### config.mk
export PLATFORM = sky130hd
export DESIGN_NAME = vx_slot_alloc
export DESIGN_NICKNAME = d
export VERILOG_FILES = /design/src/rtl/vx_slot_alloc_pkg.sv /design/src/rtl/vx_slot_alloc_priority_encoder.sv /design/src/rtl/vx_slot_alloc.sv
export SDC_FILE = /design/constraint.sdc
export NUM_CORES = 1
export LEC_CHECK = 0
export CAP_MARGIN = 20
export CORE_UTILIZATION = 50
export CTS_CLUSTER_DIAMETER = 40
export CTS_CLUSTER_SIZE = 30
export DETAILED_ROUTE_END_ITERATION = 16
export PLACE_DENSITY = 0.77
export SLEW_MARGIN = 20
export SYNTH_ARGS = -nofsm -noshare
export SYNTH_HDL_FRONTEND = slang
export SYNTH_HIERARCHICAL = 1
export SYNTH_SLANG_ARGS = --single-unit
### constraint.sdc
create_clock -name clk -period 2.3 [get_ports clk]
set_clock_uncertainty 0.2 [all_clocks]
set_input_delay 0.46 -clock clk [delete_from_list [all_inputs] [get_ports clk]]
set_output_delay 0.46 -clock clk [all_outputs]
set_load 0.005 [all_outputs]
### src/rtl/vx_slot_alloc_pkg.sv
// Shared helpers for the slot allocator: ID-width derivation used by the top and its encoder.
package vx_slot_alloc_pkg;

    // Rounded-up log2 with a floor of one bit, so a single-slot table still has a 1-bit ID.
    function automatic int up_clog2(input int n);
        return (n > 1) ? $clog2(n) : 1;
    endfunction

endpackage

### src/rtl/vx_slot_alloc_priority_encoder.sv
// First-set-bit encoder: lowest set index (or highest when REVERSE) plus an any-set flag.
module vx_slot_alloc_priority_encoder
    import vx_slot_alloc_pkg::*;
#(
    parameter int N       = 8,
    parameter int REVERSE = 0,
    parameter int LN      = up_clog2(N)
) (
    input  logic [N-1:0]  data_in,
    output logic [LN-1:0] index,
    output logic          valid
);

    always_comb begin
        index = '0;
        valid = |data_in;
        if (REVERSE != 0) begin
            // Ascending scan: the last hit is the highest set index.
            for (int i = 0; i < N; i++) begin
                if (data_in[i]) index = LN'(i);
            end
        end else begin
            for (int i = N - 1; i >= 0; i--) begin
                if (data_in[i]) index = LN'(i);
            end
        end
    end

endmodule

### src/rtl/vx_slot_alloc.sv
// Slot allocator: grants the first free slot of SIZE, accepts one release per cycle by index.
module vx_slot_alloc
    import vx_slot_alloc_pkg::*;
#(
    parameter int SIZE    = 8,
    parameter int REVERSE = 0,
    parameter int LOGS    = up_clog2(SIZE)
) (
    input  logic                      clk,
    input  logic                      reset,
    input  logic                      acquire_valid,
    output logic                      acquire_ready,
    output logic [LOGS-1:0]           acquire_id,
    input  logic                      release_valid,
    input  logic [LOGS-1:0]           release_id,
    output logic [$clog2(SIZE+1)-1:0] count,
    output logic                      empty,
    output logic                      full
);

    localparam int CNTW = $clog2(SIZE + 1);

    logic [SIZE-1:0] busy_reg, busy_next;
    logic [CNTW-1:0] count_reg, count_next;
    logic            empty_reg, full_reg;
    logic            alive_reg;
    logic [LOGS-1:0] free_id;
    logic            free_valid;
    logic            acquire_fire;

    vx_slot_alloc_priority_encoder #(
        .N       (SIZE),
        .REVERSE (REVERSE),
        .LN      (LOGS)
    ) free_enc (
        .data_in (~busy_reg),
        .index   (free_id),
        .valid   (free_valid)
    );

    // alive_reg keeps ready low through reset without a combinational path from the reset pin.
    assign acquire_ready = alive_reg && !full_reg;
    assign acquire_id    = full_reg ? '0 : free_id;
    assign acquire_fire  = acquire_valid && acquire_ready;
    assign count         = count_reg;
    assign empty         = empty_reg;
    assign full          = full_reg;

    always_comb begin
        busy_next  = busy_reg;
        count_next = count_reg;
        if (release_valid) busy_next[release_id] = 1'b0;
        if (acquire_fire)  busy_next[acquire_id] = 1'b1;
        if (acquire_fire && !release_valid) begin
            count_next = count_reg + 1'b1;
        end else if (!acquire_fire && release_valid) begin
            count_next = count_reg - 1'b1;
        end
    end

    always_ff @(posedge clk) begin
        if (!reset) begin
            busy_reg  <= '0;
            count_reg <= '0;
            empty_reg <= 1'b1;
            full_reg  <= 1'b0;
            alive_reg <= 1'b0;
        end else begin
            busy_reg  <= busy_next;
            count_reg <= count_next;
            empty_reg <= (count_next == '0);
            full_reg  <= (count_next == CNTW'(SIZE));
            alive_reg <= 1'b1;
        end
    end

    // Protocol checks only; the datapath does not guard against these.
    always_ff @(posedge clk) begin
        if (reset) begin
            assert (free_valid == !full_reg)
                else $error("slot_alloc: encoder valid disagrees with full");
            if (release_valid) begin
                assert (int'(release_id) < SIZE)
                    else $error("slot_alloc: release_id %0d out of range", release_id);
                if (int'(release_id) < SIZE) begin
                    assert (busy_reg[release_id])
                        else $error("slot_alloc: release of free slot %0d", release_id);
                end
            end
        end
    end

endmodule

-- Word level (Yosys, flattened, before mapping)
Index checks and enable logic that the tools add are counted.
- add/subtract/negate cells: 2
- $mul: 0
- shift-type cells: 0
- div/mod/pow operators: 0
- equality and inequality tests: 1
- magnitude comparators: 4
- muxes and demuxes: 18
- reduce and logical (&&, ||, !) cells: 10
- bitwise operators: 4
- operators by type and width (kind ; count):
    $mux W3 ; 9
    $mux W8 ; 2
    $not A8 Y8 ; 2
    $and A8 B8 Y8 ; 1
    $lt A3 B4 Y1 const B ; 2
    $mux W4 ; 2
    $or A8 B8 Y8 ; 1
    $demux W1 S3 ; 2
    $ge A3 B1 Y1 const B ; 2
    $logic_and A1 B1 Y1 ; 6
    $add A4 B1 Y4 const B ; 1
    $eq A4 B4 Y1 const B ; 1
    $logic_not A4 Y1 ; 1
    $sub A4 B1 Y4 const B ; 1
    $logic_not A1 Y1 ; 3
    $mux W1 ; 3
- output and inout bits: 10
- bits in registers: 15
- RAM bits: 0
- memory bits (read-only): 0
- memories: 0
- latch bits: 0

-- Logic depth before layout (Yosys ltp)
- word-level depth: 16
- mapped depth: 8
- gate-level depth less buffers: 8

-- By module
Netlist, hierarchy kept.
- by module, submodules not included (module ; cells each ; instances ; seq. area each (sq um) ; area each (sq um)):
    vx_slot_alloc ; 98 ; 1 ; 300.3 ; 834.6
    vx_slot_alloc_priority_encoder ; 13 ; 1 ; 0.0 ; 81.3

-- Worst setup path before layout
No wires, ideal clock.
- path kind: register to register
- start point: reg count_reg[0], in the netlist count[0]
- end point: reg full_reg, in the netlist full
- path buffers: 0
- slack: 0.580 ns
- cell stages (with the launch flop): 7
- data required time: 2.013 ns
- arrival: 1.432 ns
- path through: dfxtp_1 -> inv_1 -> ha_1 -> nand2b_1 -> mux2i_1 -> mux2i_1 -> nor4b_2
- cells in the longest elaborated chain, start to end: 4
- elaborated cells between the ends (all ways): 5
- classes of those cells: add/sub (2); eq/ne (1); mux (2)
- RTL lines (what ; RTL line ; source):
    start, declared ; vx_slot_alloc.sv:24 ; logic [CNTW-1:0] count_reg, count_next;
    start signal, assigned ; vx_slot_alloc.sv:70 ; count_reg <= count_next;
    $sub A4 B1 Y4 ; vx_slot_alloc.sv:57 ; count_next = count_reg - 1'b1;
    $mux W4 ; vx_slot_alloc.sv:56 ; end else if (!acquire_fire && release_valid) begin
    $mux W4 * ; vx_slot_alloc.sv:54 ; if (acquire_fire && !release_valid) begin
    $eq A4 B4 Y1 * ; vx_slot_alloc.sv:72 ; full_reg <= (count_next == CNTW'(SIZE));
    end signal, assigned ; vx_slot_alloc.sv:72 ;
    end, declared ; vx_slot_alloc.sv:25 ; logic empty_reg, full_reg;
Mark *: on every way between the ends. The rest lies on a longest branch, timed or not.
A chain may end at the register's enable or synchronous reset.

-- Final worst setup path
- start point: reg busy_reg[7]
- end point: out acquire_id[0]
- cells in the longest elaborated chain, start to end: 10
- RTL lines (what ; RTL line ; source):
    start, declared ; vx_slot_alloc.sv:23 ; logic [SIZE-1:0] busy_reg, busy_next;
    start signal, assigned ; vx_slot_alloc.sv:69 ; busy_reg <= busy_next;
    $not A8 Y8 ; vx_slot_alloc.sv:36 ; .data_in (~busy_reg),
    $mux W3 (8 in series) ; vx_slot_alloc_priority_encoder.sv:24 ; if (data_in[i]) index = LN'(i);
    net free_id[0] ; vx_slot_alloc.sv:27 ; logic [LOGS-1:0] free_id;
    $mux W3 ; vx_slot_alloc.sv:43 ; assign acquire_id = full_reg ? '0 : free_id;
    end, declared ; vx_slot_alloc.sv:13 ; output logic [LOGS-1:0] acquire_id,
The timed path passes the listed nets, and every way through them passes these cells.

==> run_summary.xml <==
<?xml version="1.0" encoding="UTF-8"?>
<metrics>
  <group name="finish">
    <metric name="finish.utilization" unit="%">70.6</metric>
    <metric name="flip_flop_count_of_the_largest_register_all_copies_and_words_added" unit="">8</metric>
    <metric name="layout-area-overhead-vs-synth" unit="%">32.4</metric>
    <metric name="drive_above_1_share" unit="%">21.0</metric>
    <metric name="fin_nets" unit="">148</metric>
    <metric name="multiInputGateArea" unit="sq um">553</metric>
    <metric name="num_antenna_cells" unit="">0</metric>
    <metric name="sequential_cell_area" unit="sq um">305</metric>
    <metric name="fillerInstances" unit="">138</metric>
  </group>
  <group name="pwr">
    <metric name="static-leakage-power" unit="nW">0.520</metric>
    <metric name="cellPowerDensity" unit="mW/mm^2">540</metric>
    <metric name="total_power" unit="mW">0.652</metric>
    <metric name="irDropWorstVdd" unit="uV">353</metric>
  </group>
  <group name="timing">
    <metric name="max_slew_violation_count" unit="">0</metric>
    <metric name="relSlewSlack" unit="%">80.0</metric>
    <metric name="finalHoldViolations" unit="">0</metric>
    <metric name="timing.setup.tns" unit="ns">0</metric>
    <metric name="period_share" unit="%">96.0</metric>
    <metric name="post-route-min-period" unit="ns">2.21</metric>
    <metric name="fmax" unit="MHz">453</metric>
    <metric name="rsz_0062_raised_after_global_routing" unit="">false</metric>
    <metric name="tightestPinTransition" unit="ns">0.292</metric>
    <metric name="timing.final.setup_violations" unit="">0</metric>
  </group>
  <group name="clock_tree">
    <metric name="cts-root-to-sink-buffers" unit="">2</metric>
    <metric name="cts_made_buffers" unit="">3</metric>
    <metric name="tritoncts" unit="">yes</metric>
    <metric name="clk_root_buffer_cell" unit="">sky130_fd_sc_hd__clkbuf_4</metric>
    <metric name="number_of_levels_in_the_clock_h_tree" unit="">1</metric>
    <metric name="clock_sink_count" unit="">15</metric>
    <metric name="clk-insertion-delay-late" unit="ns">0.30</metric>
    <metric name="clk_transition_reported_paths" unit="ns">0.10</metric>
    <metric name="cts_hold_repair.buffers" unit="">0</metric>
  </group>
  <group name="worst_setup_path">
    <metric name="crit_path_end_kind" unit="">primary output</metric>
    <metric name="regToRegEndpoint" unit="">busy_reg[0]</metric>
    <metric name="worst-setup-path-type" unit="">flop to primary output</metric>
    <metric name="setup.worst_path.start_class" unit="">flop</metric>
    <metric name="reg2reg_depth" unit="">8</metric>
    <metric name="reg2reg_slack" unit="ns">0.39</metric>
    <metric name="worst_setup_path_startpoint" unit="">busy_reg[7]</metric>
    <metric name="timing.critical_path.required" unit="ns">1.64</metric>
    <metric name="worst-path-max-fanout" unit="">3</metric>
    <metric name="timing.rr.start" unit="">busy_reg[6]</metric>
    <metric name="worst-endpoint-arrival" unit="ns">1.55</metric>
  </group>
  <group name="hold_path">
    <metric name="worst_hold_path_type" unit="">flop to flop</metric>
    <metric name="min-delay-start" unit="">busy_reg[1]</metric>
    <metric name="holdPathStages" unit="">2</metric>
    <metric name="min_delay_worst_endpoint" unit="">busy_reg[1]</metric>
  </group>
  <group name="outcome">
    <metric name="run_status" unit="">finished, final reports clean</metric>
  </group>
  <group name="floorplanning">
    <metric name="die-area" unit="sq mm">0.00200</metric>
    <metric name="start_util" unit="%">53.3</metric>
    <metric name="fp-row-count" unit="">15</metric>
    <metric name="core" unit="sq mm">0.00171</metric>
    <metric name="floorplan.io_pins" unit="">17</metric>
    <metric name="chipHeight" unit="um">44.7</metric>
    <metric name="die-width" unit="um">44.7</metric>
  </group>
  <group name="route">
    <metric name="wl_met2" unit="um">1090</metric>
    <metric name="highest-signal-layer" unit="">met4</metric>
    <metric name="detail-route-antenna-nets" unit="">0</metric>
    <metric name="route.detailed.wl_per_inst" unit="um">13.9</metric>
    <metric name="remaining_drc_errors" unit="">0</metric>
    <metric name="initialDrtViolationCount" unit="">30</metric>
    <metric name="wl_met1" unit="um">1030</metric>
    <metric name="wl_met3" unit="um">120</metric>
    <metric name="drt_wl_total" unit="um">2270</metric>
    <metric name="routed_via_density" unit="">5.40</metric>
    <metric name="firstDrtPassIters" unit="">4</metric>
    <metric name="routed-via-count" unit="">880</metric>
  </group>
  <group name="job">
    <metric name="timing.max_cap.violations" unit="">0</metric>
  </group>
  <group name="logic_synthesis">
    <metric name="synth.avg_cell_area" unit="sq um">8.28</metric>
    <metric name="synthesis.instances" unit="">110</metric>
    <metric name="synth.net_count" unit="">119</metric>
    <metric name="post_synthesis_instance_area" unit="sq um">911</metric>
    <metric name="synthesis.yosys.warnings" unit="">6</metric>
  </group>
  <group name="placement">
    <metric name="finalWeightedCongestion" unit="">0.788</metric>
    <metric name="portBuffers" unit="">16</metric>
    <metric name="hpwl" unit="um">1670</metric>
  </group>
  <group name="global_routing">
    <metric name="largest_net_degree_at_the_start_of_global_routing" unit="">11</metric>
    <metric name="globalRouteOverflowTotal" unit="">0</metric>
    <metric name="globalRouteTotalUtil" unit="%">25.7</metric>
    <metric name="grt_first_pass_wirelength" unit="um">3600</metric>
    <metric name="antenna_violations_before_repair" unit="">0</metric>
    <metric name="vias_in_the_first_global_route" unit="">769</metric>
  </group>
</metrics>
## repair_timing
action                     in CTS  in global routing
setup buffers                   3                  1
pin swaps                       3                  3
gates resized for setup        10                  6
setup endpoints to repair       3                  2
## per-stage QoR
step / cell area [sq um] / instances / hold WS, ns / setup slack, ns
after floorplan: 911 / 110 / 0.248 / 0.580
after global placement: 1130 / 155 / 0.262 / 0.134
after detailed placement: 1130 / 155 / 0.262 / 0.0662
after CTS: 1190 / 162 / 0.278 / 0.000548
after global routing: 1210 / 163 / 0.319 / 0.0223
final: 1210 / 163 / 0.275 / 0.0916
## routing by layer
layer  track usage, %  up-vias
li1                 -      436
met1             33.4      412
met2             42.4       30
met3             4.90        2
met4             9.09        0
met5                0        -
## critical path, stage by stage, from the launching register on
cell and delay [ns]:
sky130_fd_sc_hd__dfxtp_2 0.34, sky130_fd_sc_hd__inv_1 0.10, sky130_fd_sc_hd__a21oi_1 0.09, sky130_fd_sc_hd__o41ai_2 0.28
sky130_fd_sc_hd__nand2b_1 0.11, sky130_fd_sc_hd__inv_1 0.09, sky130_fd_sc_hd__dlygate4sd2_1 0.24
## cell usage in the layout, fill, tap and decap left out, types with 2 or more instances in the layout
cell                              count
sky130_fd_sc_hd__and2_1               3
sky130_fd_sc_hd__mux2i_1              4
sky130_fd_sc_hd__clkdlybuf4s50_1     13
sky130_fd_sc_hd__nor2b_1              4
sky130_fd_sc_hd__nor3b_1              2
sky130_fd_sc_hd__and2b_1              3
sky130_fd_sc_hd__o31ai_1              2
sky130_fd_sc_hd__a211oi_1             2
sky130_fd_sc_hd__clkbuf_4             3
sky130_fd_sc_hd__ha_1                 2
sky130_fd_sc_hd__nor2_1               9
sky130_fd_sc_hd__nand2_1              9
sky130_fd_sc_hd__a21oi_1              5
sky130_fd_sc_hd__dfxtp_1             11
sky130_fd_sc_hd__o21ai_0              4
sky130_fd_sc_hd__a31oi_1              2
sky130_fd_sc_hd__a22oi_1              2
sky130_fd_sc_hd__xnor2_1              3
sky130_fd_sc_hd__inv_2                2
sky130_fd_sc_hd__dfxtp_2              4
sky130_fd_sc_hd__nand2b_1             3
sky130_fd_sc_hd__inv_1               11
sky130_fd_sc_hd__buf_4               10
## area by class of cell
class / instances / share of cell area (%)
Timing Repair Buffer: 26 / 19.6
Sequential cell: 15 / 25.3
Clock inverter: 1 / 0.415
Inverter: 14 / 4.36
Multi-Input combinational cell: 79 / 45.9
Clock buffer: 3 / 1.87
Tap cell: 25 / 2.59
## power breakdown
part / total [mW] / internal (mW) / switching (mW) / leakage [nW]
logic: 0.189 / 0.102 / 0.0870 / 0.378
clock network: 0.160 / 0.0649 / 0.0949 / 0.0177
registers: 0.303 / 0.279 / 0.0239 / 0.125
## worst max path at each step
stage | endpoint | slack, ns | cells after the start
after global placement | acquire_id[2] | 0.13 | 5
final | acquire_id[0] | 0.09 | 6
after floorplan | full | 0.58 | 6
after detailed placement | full | 0.07 | 5
after CTS | acquire_id[2] | 0.0005 | 5
after global routing | acquire_id[0] | 0.02 | 6
Power figures use the tool's default switching activity.
